`src/rtl/uart_pkg.sv`:
```
// Shared definitions for the memory-mapped UART transmitter:
// register offsets, STATUS bit positions and FSM encoding.
package uart_pkg;

    localparam logic [1:0] OFF_TXDATA  = 2'd0;
    localparam logic [1:0] OFF_STATUS  = 2'd1;
    localparam logic [1:0] OFF_BAUDDIV = 2'd2;

    localparam int unsigned STAT_FULL  = 0;
    localparam int unsigned STAT_EMPTY = 1;
    localparam int unsigned STAT_BUSY  = 2;
    localparam int unsigned STAT_OVF   = 3;
    localparam int unsigned STAT_IRQ   = 4;

    typedef enum logic [1:0] {
        StIdle  = 2'd0,
        StStart = 2'd1,
        StData  = 2'd2,
        StStop  = 2'd3
    } uart_state_e;

    // A divider of zero would never reach a bit boundary, so run it as one.
    function automatic logic [15:0] eff_div(input logic [15:0] div);
        return (div == 16'd0) ? 16'd1 : div;
    endfunction

endpackage

```
`src/rtl/sync_fifo.sv`:
```
// Synchronous FIFO with count-derived full/empty; a push and a pop in the
// same cycle while full is accepted.
module sync_fifo #(
    parameter int unsigned WIDTH = 8,
    parameter int unsigned DEPTH = 8
) (
    input  logic             clk,
    input  logic             areset,
    input  logic             push,
    input  logic             pop,
    input  logic [WIDTH-1:0] din,
    output logic [WIDTH-1:0] dout,
    output logic             full,
    output logic             empty
);

    localparam int unsigned PtrW = $clog2(DEPTH);
    localparam int unsigned CntW = PtrW + 1;
    localparam logic [CntW-1:0] FullCnt = CntW'(DEPTH);

    logic [WIDTH-1:0] mem_q [DEPTH];
    logic [PtrW-1:0]  wr_ptr_q, rd_ptr_q;
    logic [CntW-1:0]  count_q;
    logic             do_push, do_pop;

    assign full    = count_q == FullCnt;
    assign empty   = count_q == '0;
    assign do_pop  = pop & ~empty;
    assign do_push = push & (~full | do_pop);
    assign dout    = mem_q[rd_ptr_q];

    always_ff @(posedge clk or posedge areset) begin
        if (areset) begin
            wr_ptr_q <= '0;
            rd_ptr_q <= '0;
            count_q  <= '0;
        end else begin
            if (do_push) wr_ptr_q <= wr_ptr_q + PtrW'(1);
            if (do_pop)  rd_ptr_q <= rd_ptr_q + PtrW'(1);
            case ({do_push, do_pop})
                2'b10:   count_q <= count_q + CntW'(1);
                2'b01:   count_q <= count_q - CntW'(1);
                default: count_q <= count_q;
            endcase
        end
    end

    always_ff @(posedge clk) begin
        if (do_push) mem_q[wr_ptr_q] <= din;
    end

endmodule

```
`src/rtl/uart_tx_mmio.sv`:
```
// Memory-mapped 8N1 UART transmitter: store port pushes bytes into a TX FIFO,
// a bit-timer FSM serialises them on tx.
module uart_tx_mmio #(
    parameter logic [31:0] BASE_ADDR   = 32'h0000_0400,
    parameter int unsigned FIFO_DEPTH  = 8,
    parameter logic [15:0] DEFAULT_DIV = 16'd868
) (
    input  logic        clk,
    input  logic        areset,
    input  logic        WE,
    input  logic [31:0] A,
    input  logic [31:0] WD,
    output logic [31:0] RD,
    output logic        sel,
    output logic        tx,
    output logic        irq
);

    import uart_pkg::*;

    logic [1:0]  off;
    logic        wr_en, push, pop, load;
    logic        fifo_full, fifo_empty;
    logic [7:0]  fifo_dout;
    logic [15:0] baud_q, baud_d;
    logic        ovf_q, ovf_d;
    uart_state_e state_q, state_d;
    logic [15:0] div_q, div_d, cnt_q, cnt_d;
    logic [2:0]  bit_cnt_q, bit_cnt_d;
    logic [7:0]  shift_q, shift_d;
    logic        tx_q, tx_d, irq_q, irq_d;
    logic        busy, bit_end;
    logic        unused_bits;

    assign sel         = A[31:4] == BASE_ADDR[31:4];
    assign off         = A[3:2];
    assign wr_en       = WE & sel;
    assign push        = wr_en & (off == OFF_TXDATA);
    assign busy        = state_q != StIdle;
    assign bit_end     = cnt_q == div_q - 16'd1;
    assign tx          = tx_q;
    assign irq         = irq_q;
    assign unused_bits = ^{WD[31:16], A[1:0]};

    sync_fifo #(
        .WIDTH (8),
        .DEPTH (FIFO_DEPTH)
    ) u_fifo (
        .clk    (clk),
        .areset (areset),
        .push   (push),
        .pop    (pop),
        .din    (WD[7:0]),
        .dout   (fifo_dout),
        .full   (fifo_full),
        .empty  (fifo_empty)
    );

    always_comb begin
        baud_d = baud_q;
        ovf_d  = ovf_q;
        if (wr_en && off == OFF_BAUDDIV) baud_d = WD[15:0];
        if (wr_en && off == OFF_STATUS && WD[STAT_OVF]) begin
            ovf_d = 1'b0;
        end else if (push && fifo_full && !pop) begin
            ovf_d = 1'b1;
        end
    end

    always_comb begin
        state_d   = state_q;
        div_d     = div_q;
        cnt_d     = cnt_q;
        bit_cnt_d = bit_cnt_q;
        shift_d   = shift_q;
        tx_d      = tx_q;
        pop       = 1'b0;
        load      = 1'b0;
        irq_d     = fifo_empty & ~busy;

        case (state_q)
            StIdle: begin
                if (!fifo_empty) load = 1'b1;
            end
            StStart: begin
                cnt_d = cnt_q + 16'd1;
                if (bit_end) begin
                    cnt_d     = '0;
                    tx_d      = shift_q[0];
                    shift_d   = shift_q >> 1;
                    bit_cnt_d = '0;
                    state_d   = StData;
                end
            end
            StData: begin
                cnt_d = cnt_q + 16'd1;
                if (bit_end) begin
                    cnt_d = '0;
                    if (bit_cnt_q == 3'd7) begin
                        tx_d    = 1'b1;
                        state_d = StStop;
                    end else begin
                        bit_cnt_d = bit_cnt_q + 3'd1;
                        tx_d      = shift_q[0];
                        shift_d   = shift_q >> 1;
                    end
                end
            end
            StStop: begin
                cnt_d = cnt_q + 16'd1;
                if (bit_end) begin
                    cnt_d   = '0;
                    state_d = StIdle;
                    if (!fifo_empty) load = 1'b1;
                end
            end
            default: state_d = StIdle;
        endcase

        // Divider is captured per frame so BAUDDIV writes never disturb a frame in flight.
        if (load) begin
            pop     = 1'b1;
            shift_d = fifo_dout;
            div_d   = eff_div(baud_q);
            cnt_d   = '0;
            tx_d    = 1'b0;
            state_d = StStart;
        end
    end

    always_ff @(posedge clk or posedge areset) begin
        if (areset) begin
            baud_q    <= DEFAULT_DIV;
            ovf_q     <= 1'b0;
            state_q   <= StIdle;
            div_q     <= eff_div(DEFAULT_DIV);
            cnt_q     <= '0;
            bit_cnt_q <= '0;
            shift_q   <= '0;
            tx_q      <= 1'b1;
            irq_q     <= 1'b1;
        end else begin
            baud_q    <= baud_d;
            ovf_q     <= ovf_d;
            state_q   <= state_d;
            div_q     <= div_d;
            cnt_q     <= cnt_d;
            bit_cnt_q <= bit_cnt_d;
            shift_q   <= shift_d;
            tx_q      <= tx_d;
            irq_q     <= irq_d;
        end
    end

    always_comb begin
        RD = '0;
        if (sel) begin
            case (off)
                OFF_STATUS: begin
                    RD[STAT_IRQ]   = irq_q;
                    RD[STAT_OVF]   = ovf_q;
                    RD[STAT_BUSY]  = busy;
                    RD[STAT_EMPTY] = fifo_empty;
                    RD[STAT_FULL]  = fifo_full;
                end
                OFF_BAUDDIV: RD = {16'd0, baud_q};
                default:     RD = '0;
            endcase
        end
    end

endmodule
```
`config.mk`:
```
export PLATFORM = sky130hd
export DESIGN_NAME = uart_tx_mmio
export DESIGN_NICKNAME = d
export VERILOG_FILES = /design/src/rtl/uart_pkg.sv /design/src/rtl/sync_fifo.sv /design/src/rtl/uart_tx_mmio.sv
export SDC_FILE = /design/constraint.sdc
export NUM_CORES = 1
export LEC_CHECK = 0
export ABC_AREA = 1
export CAP_MARGIN = 30
export CORE_ASPECT_RATIO = 0.9
export CORE_MARGIN = 3
export CORE_UTILIZATION = 50
export DETAILED_ROUTE_END_ITERATION = 8
export PLACE_DENSITY = 0.87
export SLEW_MARGIN = 20
export SYNTH_ARGS = -nofsm -noshare
export SYNTH_HDL_FRONTEND = slang
export SYNTH_HIERARCHICAL = 1
export SYNTH_SLANG_ARGS = --single-unit
export TNS_END_PERCENT = 5
```
`constraint.sdc`:
```
create_clock -name clk -period 3.4 [get_ports clk]
set_clock_uncertainty 0.1 [all_clocks]
set_input_delay 0.85 -clock clk [delete_from_list [all_inputs] [get_ports clk]]
set_output_delay 0.85 -clock clk [all_outputs]
set_load 0.1 [all_outputs]
```
Word level (Yosys, flattened, before mapping)
Memory sizes are Yosys's and may differ from the RTL's.
Cells that the tools add are included.
{"block": "totals", "ramBits": 64, "regBits": 74, "memories": 1}
{"name": "u_fifo.mem_q", "words": 8, "word_bits": 8, "rd": 1, "rd_ports_with_merged_regs": 0, "wr": 1, "line": "sync_fifo.sv:21", "rtl": "logic [WIDTH-1:0] mem_q [DEPTH];"}
{"block": "classes", "reduce_logical": 22, "bitwise_logic": 9, "addsub": 7, "n_eq_ne": 19, "mux": 36}
{"operator": "$mux W16", "n": 5}
{"operator": "$mux W8", "n": 4}
{"operator": "$eq A28 B7 Y1 const B", "n": 1}
{"operator": "$add A16 B1 Y16 const B", "n": 1}
{"operator": "$eq A16 B16 Y1", "n": 1}
{"operator": "$logic_not A16 Y1", "n": 1}
{"operator": "$pmux W8 S2", "n": 1}
{"operator": "$sub A16 B1 Y16 const B", "n": 1}
{"operator": "$ne A3 B3 Y1 const B", "n": 5}
{"operator": "$mux W1", "n": 11}
{"operator": "$mux W11", "n": 1}
{"operator": "$mux W2", "n": 5}
{"operator": "$pmux W5 S2", "n": 1}
{"operator": "$reduce_bool A2 Y1", "n": 5}
{"operator": "$add A3 B1 Y3 const B", "n": 3}
{"operator": "$mux W3", "n": 3}
{"operator": "$eq A2 B2 Y1 const B", "n": 4}
{"operator": "$pmux W4 S2", "n": 1}
{"operator": "$reduce_and A4 Y1", "n": 2}
{"operator": "$eq A2 B1 Y1 const B", "n": 3}
{"operator": "$ne A2 B2 Y1 const B", "n": 3}
{"operator": "$pmux W2 S3", "n": 1}
{"operator": "$pmux W3 S2", "n": 1}
{"operator": "$and A1 B1 Y1", "n": 5}
{"operator": "16 further kinds", "n": 24}

Longest topological paths before layout
{"block": "depth", "ltp_word": 10, "depth_mapped": 24, "depth_no_buf": 24}

Hierarchy
The synthesis kept the hierarchy.
{"module": "uart_tx_mmio", "n_inst": 1, "area_each_um2": 4057.6, "cells_each": 521, "seq_area_each_um2": 1616.6}
{"module": "sync_fifo", "n_inst": 1, "area_each_um2": 3129.3, "cells_each": 254, "seq_area_each_um2": 2172.1}

Worst setup path after synthesis
OpenSTA, ideal clock, no wires.
{"block": "synth_timing", "kind": "in2out", "startpoint": "input A[5]", "endpoint": "output RD[10]", "path_slack_ns": -2.274, "path_stages": 7, "t_required_ns": 2.450, "n_path_buf": 2, "t_arrival_ns": 4.724, "cell_sequence": "nor4_1 nor3b_1 and2_1 clkbuf_1 inv_1 clkbuf_1 nor3_1"}
{"block": "synth_between", "elab_chain_cells": 2}
{"element": "start, declared", "line": "uart_tx_mmio.sv:11", "rtl": "input logic [31:0] A,"}
{"element": "$eq A28 B7 Y1", "line": "uart_tx_mmio.sv:35", "rtl": "assign sel = A[31:4] == BASE_ADDR[31:4];"}
{"element": "net sel", "line": "uart_tx_mmio.sv:14", "rtl": "output logic sel,"}
{"element": "$mux W16", "line": "uart_tx_mmio.sv:157", "rtl": "if (sel) begin"}
{"element": "end, declared", "line": "uart_tx_mmio.sv:13", "rtl": "output logic [31:0] RD,"}
The timed path passes the listed nets, and every way through them passes these cells.

Worst setup path in the final report
{"block": "layout_timing", "startpoint": "input A[25]", "endpoint": "output RD[5]"}
{"block": "layout_between", "elab_chain_cells": 2}
{"element": "$eq A28 B7 Y1", "line": "uart_tx_mmio.sv:35"}
{"element": "$mux W16", "line": "uart_tx_mmio.sv:157"}
No other way between the ends.

==> run metrics <==
Vias 5962; placed cell count 1031; vias in the first global route 5931; nets@finish 954; Post-Syn Instances 775; post-synth cell types 44; worst vdd ir 545 µV; Non-Filler Instances 1073; Worst Setup End Kind primary output; violated checks negative setup slack; Die H 120 µm; Post-Synth Adder-Cell Area 2.89%; Post-Route WL 18500 µm; First-pass DRT Iterations 5; Slowest cell on crit path clkdlybuf4s50_1; Yosys reg bits 138; Clk pin slew, worst setup/hold paths 0.06 ns; Critical Path, Cell by Cell clkdlybuf4s50_1, nor4_2, and3_1, and2_4, clkinv_8, nor3_4, buf_12; Critical Path RT 2.45 ns; LEAKAGE 0.00418 µW; design area 9230 µm²; DP HPWL 11700 µm; overflow left after global routing 0; antenna viol nets, final 0; Fin Setup TNS -0.0872 ns; Final min period 3.42 ns; Syn. warnings 6; Synth Cell Area 7190 µm²; max-slew violation count 0; row cnt 40; cts bufs inserted 17; CTS root buffer clkbuf_16; WL/cell 17.3 µm; Slew @ Worst Pin 0.700 ns; gr usage total 22.7%; Compound-Gate Fraction of Synth Area 7.40%; # DRC 0; most frequent cells in the layout nand2_1, nor2_1, inv_1, edfxtp_1, dfrtp_1; Most used DFF post-synth edfxtp_1; Final period util 101%; worst reg-to-reg path cell count 22; critical path arrival 2.47 ns; slowest cell delay on critical path 0.44 ns; post-synthesis mux area share 3.62%; # clock sinks 138; stages on the worst setup path 7; synth top area cells edfxtp_1, dfrtp_1, nand2_1, nor2_1, dfstp_2; GPL Wtd Cong 0.880; cell taking the most area after synthesis edfxtp_1; cts hold-fix bufs 0; Critical path origin A[25]; first-pass GRT wire length 28600 µm; Placement Cell Area 8430 µm²; Core ar. 13700 µm²; outcome complete, but fails checks; Critical Path Sink RD[5]; area of the die 15900 µm²; Via-to-Cell Ratio 5.56; antenna fix cells 0; PortBufs 67; 1st-iter DRT viols 646; Setup WS post-layout -0.0215 ns; cell family with the largest share of critical-path delay simple AND/OR/NAND/NOR gates; async set-reset flop share out of synthesis 53.6%; Rel. slew slack 53.3%; largest family of logic cells by synthesized area simple AND/OR/NAND/NOR gates; largest net degree at the start of global routing 39; layout cell share with drive strength beyond 1 19.7%; Final Util 67.3%; antenna violations before repair 0; Max-cap violations 0; startpoint types primary input; pre-CTS WS -0.181 ns; Seq/Total Area, Yosys 52.7%; buffer and inverter count on the worst path 3; xor/xnor share of the synthesized area 3.88%; most common cell after layout, fill and taps aside nand2_1; crit path kind in2out; RR Startpoint div_q[0]; final setup violating endpoints 6; flop2flop setup slack 0.11 ns; reg-to-reg endpoint u_fifo/count_q[3]; simple-gate share of the synthesized area 22.2%; RSZ-0062 raised after global routing yes; Die Wd 132 µm; Final Hold Fails 0; Clock Latency Late Sink 0.42 ns; area share of the leading cell type in the synthesized netlist 26.7%; IO Pins 102; Pwr Density 537 nW/µm²; mean area per synthesized cell 9.27 µm²; Hold Crit Class reg2reg; Fmax achieved 292 MHz; CP Max Fanout 6; H-tree depth 4; EDFF count, synth 64; clk buf depth 2; TritonCTS clock tree built; Starting Density 52.4%; Layout Area Growth over Synthesis 28.4%
[per-stage QoR]
| stage | hold WS, ns | power [µW] |
|---|---|---|
| 5_1_grt | 0.407 | 5150 |
| 6_report | 0.386 | 4950 |
| 3_3_place_gp | 0.365 | 3140 |
| 2_1_floorplan | 0.349 | 2890 |
| 3_5_place_dp | 0.371 | 3170 |
| 4_1_cts | 0.386 | 4910 |
[worst min-delay path by stage]
| stage | startpoint | to | slack (ns) | cells after the start |
|---|---|---|---|---|
| 2_1_floorplan | shift_q[4] | shift_q[4] | 0.35 | 2 |
| 3_5_place_dp | shift_q[6] | shift_q[6] | 0.37 | 2 |
| 4_1_cts | shift_q[6] | shift_q[6] | 0.39 | 2 |
| 3_3_place_gp | shift_q[5] | shift_q[5] | 0.36 | 2 |
| 5_1_grt | shift_q[4] | shift_q[4] | 0.41 | 2 |
| 6_report | shift_q[6] | shift_q[6] | 0.39 | 2 |
[report_power, final]
group / internal (µW) / switching (µW)
Combinational: 430 / 961
Sequential: 1790 / 36.9
Clock: 1010 / 728
[registers in the layout, indices dropped and copies added (netlist names), 3 cells and up]
name and flops:
cnt_q 16, div_q 16, u_fifo/wr_ptr_q 3, bit_cnt_q 3, shift_q 8, u_fifo/rd_ptr_q 3, baud_q 16, u_fifo/count_q 4
u_fifo/mem_q 64
[Yosys cell counts (all sizes together), types with 5 or more instances]
cell type and count:
nor4 8, ha 15, nor3b 5, dfrtp 62
dfstp 12, clkbuf 7, mux2 16, nor3 17
o22ai 11, nand3b 9, nand2 173, xnor2 9
nor2 94, buf 30, edfxtp 64, xor2 22
mux2i 8, inv 74, a21oi 21, nand3 37
nand4 5, o21ai 63
[final cells by class]
cell class              instances  area, µm²
fillers                       893       4480
flip-flops and latches        138       3790
multi-input cells             538       3160
repair buffers                 98       1170
clock buffers                  19        433
inverters                      77        305
well taps                     189        236
clock inverters                13        121
repair inverters                1       8.76
[worst min-delay path, delay by kind of cell (launching register included)]
kind	cells	cell delay [ns]
AND/OR/NAND/NOR	2	0.11
flip-flops	1	0.34
[logic make-up (layout without fill, tap and decap cells)]
kind of cell    count (synthesis)  in the layout
fa+ha+maj                      16             16
flops                         138            138
compound gates                 99             99
buf+inv                       114            208
other cells                     1             16
mux                            24             24
xor+xnor                       31             31
simple gates                  352            352
[layer usage]
metal	GRT usage, %	up-vias	wire length [µm]
li1	-	2744	-
met1	28.2	2832	7070
met2	38.1	323	9190
met3	5.11	63	1550
met4	10.5	0	704
met5	0	-	0
[what timing repair did]
item                                    CTS  global route
pin swaps                                 1            18
hold endpoints to repair                  0             0
resized for setup                         3            41
endpoints found under the setup margin    7            42
setup buffers                             0             8
cloned                                    0             1
Power figures use the tool's default switching activity.
